## src/rtl/sensor_poller.sv

```systemverilog
// Polls four altitude sensors in turn and publishes all four readings together; optional SENSOR_HOLD_LAST_EN keeps the previous reading on timeout.
// Latency: 8 cycles from accepted start to round_done when every sensor acks in its first request cycle.
// Backpressure: start is ignored while a round is in flight; each sensor request is bounded by TIMEOUT_CYCLES.
module sensor_poller #(
    parameter int TIMEOUT_CYCLES = 16
) (
    input  logic       clk,
    input  logic       rst_n,
    input  logic       start,
    output logic       busy,
    output logic [1:0] sens_sel,
    output logic       sens_req,
    input  logic       sens_ack,
    input  logic [7:0] sens_data,
    output logic [7:0] sensor1,
    output logic [7:0] sensor2,
    output logic [7:0] sensor3,
    output logic [7:0] sensor4,
    output logic [3:0] fault,
    output logic       round_done
);

    typedef enum logic [1:0] {IDLE, REQ, GAP, DONE} state_t;

    localparam logic [7:0] CNT_LAST = 8'(TIMEOUT_CYCLES - 1);

    state_t     state_q, state_d;
    logic [1:0] sel_q, sel_d;
    logic [7:0] cnt_q, cnt_d;
    logic [7:0] shadow_q [4];
    logic [7:0] shadow_d [4];
    logic [3:0] sfault_q, sfault_d;
    logic [7:0] out_q [4];
    logic [7:0] out_d [4];
    logic [3:0] fault_q, fault_d;
    logic [7:0] timeout_val;
    logic       timed_out;

    // Value stored for a sensor that never answered.
`ifdef SENSOR_HOLD_LAST_EN
    assign timeout_val = out_q[sel_q];
`else
    assign timeout_val = 8'h00;
`endif

    assign timed_out = !sens_ack && (cnt_q == CNT_LAST);

    // Next-state logic: sequence the sensors, fill the shadows, publish them on entry to DONE.
    always_comb begin
        state_d  = state_q;
        sel_d    = sel_q;
        cnt_d    = cnt_q;
        sfault_d = sfault_q;
        fault_d  = fault_q;
        for (int i = 0; i < 4; i++) begin
            shadow_d[i] = shadow_q[i];
            out_d[i]    = out_q[i];
        end
        case (state_q)
            IDLE: begin
                if (start) begin
                    state_d = REQ;
                    sel_d   = 2'd0;
                    cnt_d   = 8'd0;
                end
            end
            REQ: begin
                if (sens_ack) begin
                    shadow_d[sel_q] = sens_data;
                    sfault_d[sel_q] = 1'b0;
                end else if (timed_out) begin
                    shadow_d[sel_q] = timeout_val;
                    sfault_d[sel_q] = 1'b1;
                end
                if (sens_ack || timed_out) begin
                    cnt_d = 8'd0;
                    if (sel_q == 2'd3) begin
                        // Publish includes the reading captured on this very edge.
                        state_d = DONE;
                        fault_d = sfault_d;
                        for (int i = 0; i < 4; i++) out_d[i] = shadow_d[i];
                    end else begin
                        state_d = GAP;
                    end
                end else begin
                    cnt_d = cnt_q + 8'd1;
                end
            end
            GAP: begin
                state_d = REQ;
                sel_d   = sel_q + 2'd1;
            end
            DONE: begin
                state_d = IDLE;
            end
            default: state_d = IDLE;
        endcase
    end

    // State, shadow and output registers; reset abandons any round in flight.
    always_ff @(posedge clk or negedge rst_n) begin
        if (!rst_n) begin
            state_q  <= IDLE;
            sel_q    <= 2'd0;
            cnt_q    <= 8'd0;
            sfault_q <= 4'd0;
            fault_q  <= 4'd0;
            for (int i = 0; i < 4; i++) begin
                shadow_q[i] <= 8'd0;
                out_q[i]    <= 8'd0;
            end
        end else begin
            state_q  <= state_d;
            sel_q    <= sel_d;
            cnt_q    <= cnt_d;
            sfault_q <= sfault_d;
            fault_q  <= fault_d;
            for (int i = 0; i < 4; i++) begin
                shadow_q[i] <= shadow_d[i];
                out_q[i]    <= out_d[i];
            end
        end
    end

    assign sens_req   = (state_q == REQ);
    assign busy       = (state_q == REQ) || (state_q == GAP);
    assign round_done = (state_q == DONE);
    assign sens_sel   = sel_q;
    assign sensor1    = out_q[0];
    assign sensor2    = out_q[1];
    assign sensor3    = out_q[2];
    assign sensor4    = out_q[3];
    assign fault      = fault_q;

endmodule

```

## config.mk

```make
export PLATFORM = sky130hd
export DESIGN_NAME = sensor_poller
export DESIGN_NICKNAME = d
export VERILOG_FILES = /design/src/rtl/sensor_poller.sv
export SDC_FILE = /design/constraint.sdc
export NUM_CORES = 1
export LEC_CHECK = 0
export ABC_CLOCK_PERIOD_IN_PS = 2420
export CAP_MARGIN = 20
export CORE_ASPECT_RATIO = 0.8
export CORE_MARGIN = 5
export CORE_UTILIZATION = 53
export DETAILED_ROUTE_END_ITERATION = 12
export GPL_TIMING_DRIVEN = 0
export MAX_ROUTING_LAYER = met4
export PLACE_DENSITY = 0.87
export SYNTH_ARGS = -nofsm -noshare
export SYNTH_HDL_FRONTEND = slang
export SYNTH_SLANG_ARGS = --single-unit
```

## constraint.sdc

```tcl
create_clock -name clk -period 2.42 [get_ports clk]
set_input_delay 0.484 -clock clk [delete_from_list [all_inputs] [get_ports clk]]
set_output_delay 0.484 -clock clk [all_outputs]
set_load 0.005 [all_outputs]
```

==> results of run 1 <==
## power by group
| group | leakage, nW | internal, mW | switching, mW |
|---|---|---|---|
| clock network | 0.103 | 0.578 | 0.457 |
| logic | 0.727 | 1.06 | 0.937 |
| registers | 0.991 | 1.73 | 0.301 |
| total | 1.82 | 3.37 | 1.69 |
## cells by family (layout without fill, tap and decap cells)
group,count (synthesis),in the layout
AO/OA/AOI/OAI,119,119
flip-flops,75,75
adder cells (fa/ha/maj),9,9
multiplexers,27,27
buffers and inverters,29,97
AND/OR/NAND/NOR,51,51
## metal layers
layer / global-route usage [%] / up-vias / wire [µm]
met5: - / - / 0
met1: 31.9 / 1371 / 4070
li1: - / 1264 / -
met4: 6.33 / 0 / 106
met3: 5.29 / 9 / 610
met2: 37.3 / 115 / 4140
## registers in the layout, summed over array words and instances, names as in the netlist
name      count
sensor2       8
sensor4       8
fault         4
sensor3       8
state_q       2
sfault_q      3
sens_sel      2
shadow_q     24
sensor1       8
cnt_q         8
## through the flow
step	utilization (%)	cell area (µm²)	setup slack, ns	hold slack [ns]	std cells
2_1_floorplan	-	3460	0.643	0.188	310
3_3_place_gp	64.1	4090	-1.57	0.470	446
3_5_place_dp	64.1	4090	-0.108	0.473	446
4_1_cts	67.4	4300	0.130	0.300	462
5_1_grt	67.4	4300	0.00338	0.325	462
6_report	67.4	4300	0.125	0.267	462
## placed cells by master, fill, tap and decap left out, types with 3 or more instances in the layout
cell type	synthesis	layout
a21oi_1	7	7
clkbuf_8	0	9
o2bb2ai_1	27	27
buf_6	5	5
ha_1	9	9
inv_1	4	4
o21ai_1	24	24
dfrtp_1	75	75
clkdlybuf4s50_1	0	51
or2_2	3	3
and2_1	8	8
nand2b_1	3	3
nand2_1	20	20
o21ai_0	33	33
mux2i_1	25	25
clkbuf_1	19	21
nand3_1	5	5
a211o_1	3	3
a31oi_1	10	10
and3_1	4	4
a22o_1	9	9
## worst reg2reg max path, stage by stage (launching register included)
cell	delay (ns)
dfrtp_1	0.41
inv_1	0.10
ha_1	0.16
clkbuf_1	0.32
nand2_1	0.34
or2_2	0.37
clkbuf_1	0.25
o2bb2ai_1	0.21
## worst max path at each step
stage	from	to
2_1_floorplan	state_q[1]	shadow_q[10]
3_3_place_gp	rst_n	fault[3]
3_5_place_dp	sens_ack	shadow_q[13]
4_1_cts	state_q[1]	shadow_q[14]
5_1_grt	state_q[1]	shadow_q[8]
6_report	state_q[1]	shadow_q[13]
## cell type report
cell class / count / area, µm² / share of cell area [%]
multi-input combinational: 206 / 1440 / 33.5
sequential: 75 / 1880 / 43.7
buffer: 25 / 131 / 3.06
inverter: 4 / 15.0 / 0.349
clock inverter: 5 / 77.6 / 1.81
clock buffer: 11 / 131 / 3.06
tap: 84 / 105 / 2.45
timing repair buffer: 52 / 518 / 12.1
==> run_results.csv, run 1 <==
group,metric,value,unit
critical_path,r2r-start,"state_q[1]",
clock_network,cts.sinks,75,
timing,rsz0062_at_grt,"no",
clock_network,cts_hold_buf,0,
timing,max_freq,0.436,GHz
synth,synth_area_leaders,"dfrtp_1 (54%), mux2i_1 (7.2%), o2bb2ai_1 (6.8%), o21ai_0 (4.8%), o21ai_1 (3.5%)",
critical_path,critical_path_required,2.64,ns
clock_network,postCtsSetupBuffers,0,
power_and_ir_drop,vdd_drop_max,0.704,mV
critical_path,cp_num_buf_inv,3,
critical_path,cp_common_cell,"clkbuf_1",
global_route,grt_pass1_wl,14500,µm
clock_network,cts_resized,0,
synth,syn_nets,331,
finish,fillerInstances,510,
routing,drtPass1Iterations,5,
clock_network,cts_tree,"done",
place,io_buffers,52,
timing,min_period,2.30,ns
critical_path,start_kind,"register",
synth,syn_area,3460,µm²
critical_path,reg2reg_depth,7,
critical_path,rr_endpoint,"shadow_q[13]",
critical_path,cp_max_fo,9,
global_route,grt_max_degree,76,
synth,synthSimpleGateAreaFrac,7.98,%
timing,hold_viol,0,
floorplan,io_pins,53,
synth,syn_area_per_cell,11.2,µm²
synth,yosys-mux-area-fraction,7.87,%
timing,fin_skew,0.00922,ns
floorplan,fp.dieH,82.3,µm
synth,synth_compound_area_share,22.5,%
timing,setup_viol_count_final,0,
run_status,status,"completed",
timing,drv_slew,0,
finish,nets,394,
routing,ant_nets,0,
global_route,gr-usage-all-layers,23.8,%
critical_path,critical_path_depth,7,
hold_path,min_path_type,"input pin to async pin",
floorplan,die_x,100,µm
synth,yosys_warnings,0,
critical_path,crit_family,"simple AND/OR/NAND/NOR gates",
flow_run,max-cap-violations,0,
power_and_ir_drop,leakage,1.82,nW
finish,n_antenna_cell,0,
critical_path,cpPeakStageDelay,0.41,ns
power_and_ir_drop,power.density,1180,nW/µm²
critical_path,cp.arrival,2.52,ns
critical_path,cp_slowest_cell,"dfrtp_1",
global_route,antenna_found_initial,0,
floorplan,core_region_area,6380,µm²
synth,syn_inst,310,
timing,tns,0,ns
clock_network,clock_path_buffers,2,
floorplan,initial_utilization,54.3,%
synth,seq_area_frac_synth,54.2,%
routing,drt-total-wl,8920,µm
timing,tightest_slew,0.927,ns
clock_network,numCtsBuffers,9,
routing,vias,2759,
clock_network,clock_latency,0.35,ns
synth,synth_top_family_by_area,"compound AO/OA/AOI/OAI gates",
floorplan,die-area,8260,µm²
clock_network,cts_root_buf,"clkbuf_8",
critical_path,cp_cell_sequence,"inv_1 > ha_1 > clkbuf_1 > nand2_1 > or2_2 > clkbuf_1 > o2bb2ai_1",
synth,synth.distinct_cells,33,
routing,via_per_inst,5.97,
finish,drive_above_1_share,7.41,%
synth,synth_edf_count,0,
synth,synth_common_cells,"dfrtp_1 (75), o21ai_0 (33), o2bb2ai_1 (27)",
synth,synthXorXnorAreaFrac,0,%
timing,post-route-period-util,94.8,%
global_route,grt_pass1_vias,2802,
power_and_ir_drop,power.total,5.06,mW
floorplan,num_rows,26,
critical_path,rrSetupSlack,0.12,ns
synth,synth_top_area_share,54.2,%
critical_path,end_kind,"register",
critical_path,crit_type,"register to register",
clock_network,clk_pin_slew,0.07,ns
synth,ys_ff_latch,75,
routing,wire_per_inst,19.3,µm
timing,maxSlewHeadroom,38.2,%
synth,ys.flop_type,"dfrtp_1",
clock_network,cts-htree-levels,3,
place,dp_hpwl,6110,µm
finish,area_delta_synth_final,24.0,%
global_route,grt_overflow,0,
routing,drt_iter0_markers,246,
synth,synth_fa_ha_area_share,3.25,%
synth,synth_top_area_cell,"dfrtp_1",
place,finalWeightedCongestion,0.885,
synth,yosysMostFrequentCell,"dfrtp_1",
synth,async_flop_share,100,%
routing,remaining_drc_errors,0,
Note: power is estimated with default switching activity, not from simulation.
==> run 2, diff against run 1 <==
CORE_UTILIZATION = 30   (was 53)
CTS_CLUSTER_DIAMETER = 60   (was default)
PLACE_DENSITY = 0.57   (was 0.87)
==> run 2 against run 1 <==
  * Highest routed layer unchanged
  * Maximum frequency down 1.8%
  * First-iteration DRC count is 8.1% higher
  * Largest power group unchanged
  * Final area increased by 5.0%
  * Critical path depth is the same
  * Largest cell class unchanged
  * Clock-buffer cell count fell by 1
==> run_results.csv, run 2 (synthesis results as in run 1) <==
group,metric,value,unit
run_status,status,"completed",
clock_network,numCtsBuffers,9,
finish,stdcell_count,527,
place,dp_hpwl,6710,µm
timing,tightest_slew,0.802,ns
critical_path,cp.arrival,2.54,ns
clock_network,clock_latency,0.34,ns
critical_path,cp-endpoint,"shadow_q[19]",
finish,drive_above_1_share,8.44,%
timing,hold_viol,0,
place,finalWeightedCongestion,0.854,
place,io_buffers,52,
routing,vias,2711,
routing,ant_nets,0,
global_route,grt_max_degree,42,
floorplan,core_region_area,11400,µm²
clock_network,clock_path_buffers,2,
global_route,grt_overflow,0,
finish,area_delta_synth_final,30.2,%
finish,nets,395,
global_route,grt_pass1_wl,15500,µm
timing,fin_skew,0.00775,ns
routing,drt_iter0_markers,266,
routing,remaining_drc_errors,0,
routing,via_per_inst,5.14,
timing,rsz0062_at_grt,"yes",
timing,drv_slew,0,
finish,largest_reg_flops,24,
critical_path,r2r-start,"state_q[1]",
timing,hold_ws,0.105,ns
finish,final_util,39.5,%
critical_path,end_kind,"register",
floorplan,initial_utilization,30.3,%
routing,drtPass1Iterations,4,
floorplan,die_x,130,µm
critical_path,cp_max_fo,9,
clock_network,cts_tree,"done",
clock_network,cts.sinks,75,
routing,drt-total-wl,9680,µm
timing,min_period,2.34,ns
routing,wire_per_inst,18.4,µm
finish,finalInstanceArea,4510,µm²
floorplan,io_pins,53,
power_and_ir_drop,power.density,1210,nW/µm²
floorplan,fp.dieH,106,µm
finish,n_antenna_cell,0,
critical_path,reg2reg_depth,7,
finish,final_common_cell,"dfrtp_1",
timing,setup_viol_count_final,0,
timing,tns,0,ns
timing,max_freq,0.428,GHz
global_route,gr-usage-all-layers,15.1,%
critical_path,critical_path_required,2.62,ns
place,place_area,4190,µm²
flow_run,max-cap-violations,0,
clock_network,cts-htree-levels,3,
power_and_ir_drop,vdd_drop_max,0.486,mV
hold_path,min_path_type,"input pin to async pin",
critical_path,startpoint,"state_q[1]",
critical_path,rr_endpoint,"shadow_q[19]",
timing,maxSlewHeadroom,46.5,%
critical_path,rrSetupSlack,0.08,ns
finish,top_register,"shadow_q",
floorplan,die-area,13800,µm²
power_and_ir_drop,leakage,1.88,nW
floorplan,num_rows,35,
finish,layout_common_cells,"dfrtp_1 (75), clkdlybuf4s50_1 (51), o21ai_0 (33), o2bb2ai_1 (27), mux2i_1 (25)",
critical_path,start_kind,"register",
place,placed_cells,511,
clock_network,clk_pin_slew,0.06,ns
critical_path,crit_type,"register to register",
global_route,antenna_found_initial,0,
global_route,grt_pass1_vias,2724,
clock_network,cts_root_buf,"clkbuf_16",
timing,post-route-period-util,96.6,%
[run 2: what timing repair did]
action / in CTS / in global routing
hold buffers: 0 / 0
resized for setup: 0 / 3
buffers inserted: 0 / 0
setup endpoints to repair: 0 / 28
[run 2: critical path, cell delays in order (launching register included)]
cell and delay [ns]:
dfrtp_1 0.39, inv_1 0.11, ha_1 0.17, clkbuf_1 0.34, nand2_1 0.36, or2_2 0.38
clkbuf_1 0.25, o2bb2ai_1 0.20
[run 2: layer usage]
layer	routed length [µm]	vias to the layer above	share of wire (%)	track usage, %
li1	-	1275	-	-
met4	126	0	1.3	4.30
met3	449	9	4.6	3.31
met2	4200	67	43	20.9
met1	4910	1360	51	22.2
met5	0	-	0	-
[run 2: report_power, final]
part | internal, mW | switching [mW] | leakage [nW]
combinational | 1.06 | 0.931 | 0.740
sequential | 1.73 | 0.298 | 0.991
clock | 0.905 | 0.540 | 0.153
total | 3.70 | 1.77 | 1.88
[run 2: how the worst min path moves through the flow]
| stage | from | endpoint | cells past startpoint |
|---|---|---|---|
| 4_1_cts | rst_n | state_q[0] | 1 |
| 2_1_floorplan | rst_n | cnt_q[0] | 0 |
| 3_3_place_gp | shadow_q[28] | shadow_q[28] | 1 |
| 5_1_grt | rst_n | state_q[0] | 1 |
| 3_5_place_dp | rst_n | state_q[0] | 1 |
| 6_report | rst_n | state_q[0] | 1 |
[run 2: cell type report]
type                    instances  area [µm²]
plain buffers                  25         133
clock buffers                  10         229
clock inverters                 6        90.1
fillers                      1110        6920
inverters                       4        15.0
multi-input cells             206        1440
flip-flops and latches         75        1880
well taps                     148         185
repair buffers                 53         538
[run 2: per-stage QoR]
| step | power, mW | worst slack, ns |
|---|---|---|
| after floorplan | 3.06 | 0.643 |
| after global placement | 4.01 | -1.83 |
| after detailed placement | 4.05 | -0.169 |
| after CTS | 5.51 | 0.106 |
| after global routing | 5.82 | -0.0507 |
| final | 5.47 | 0.0825 |
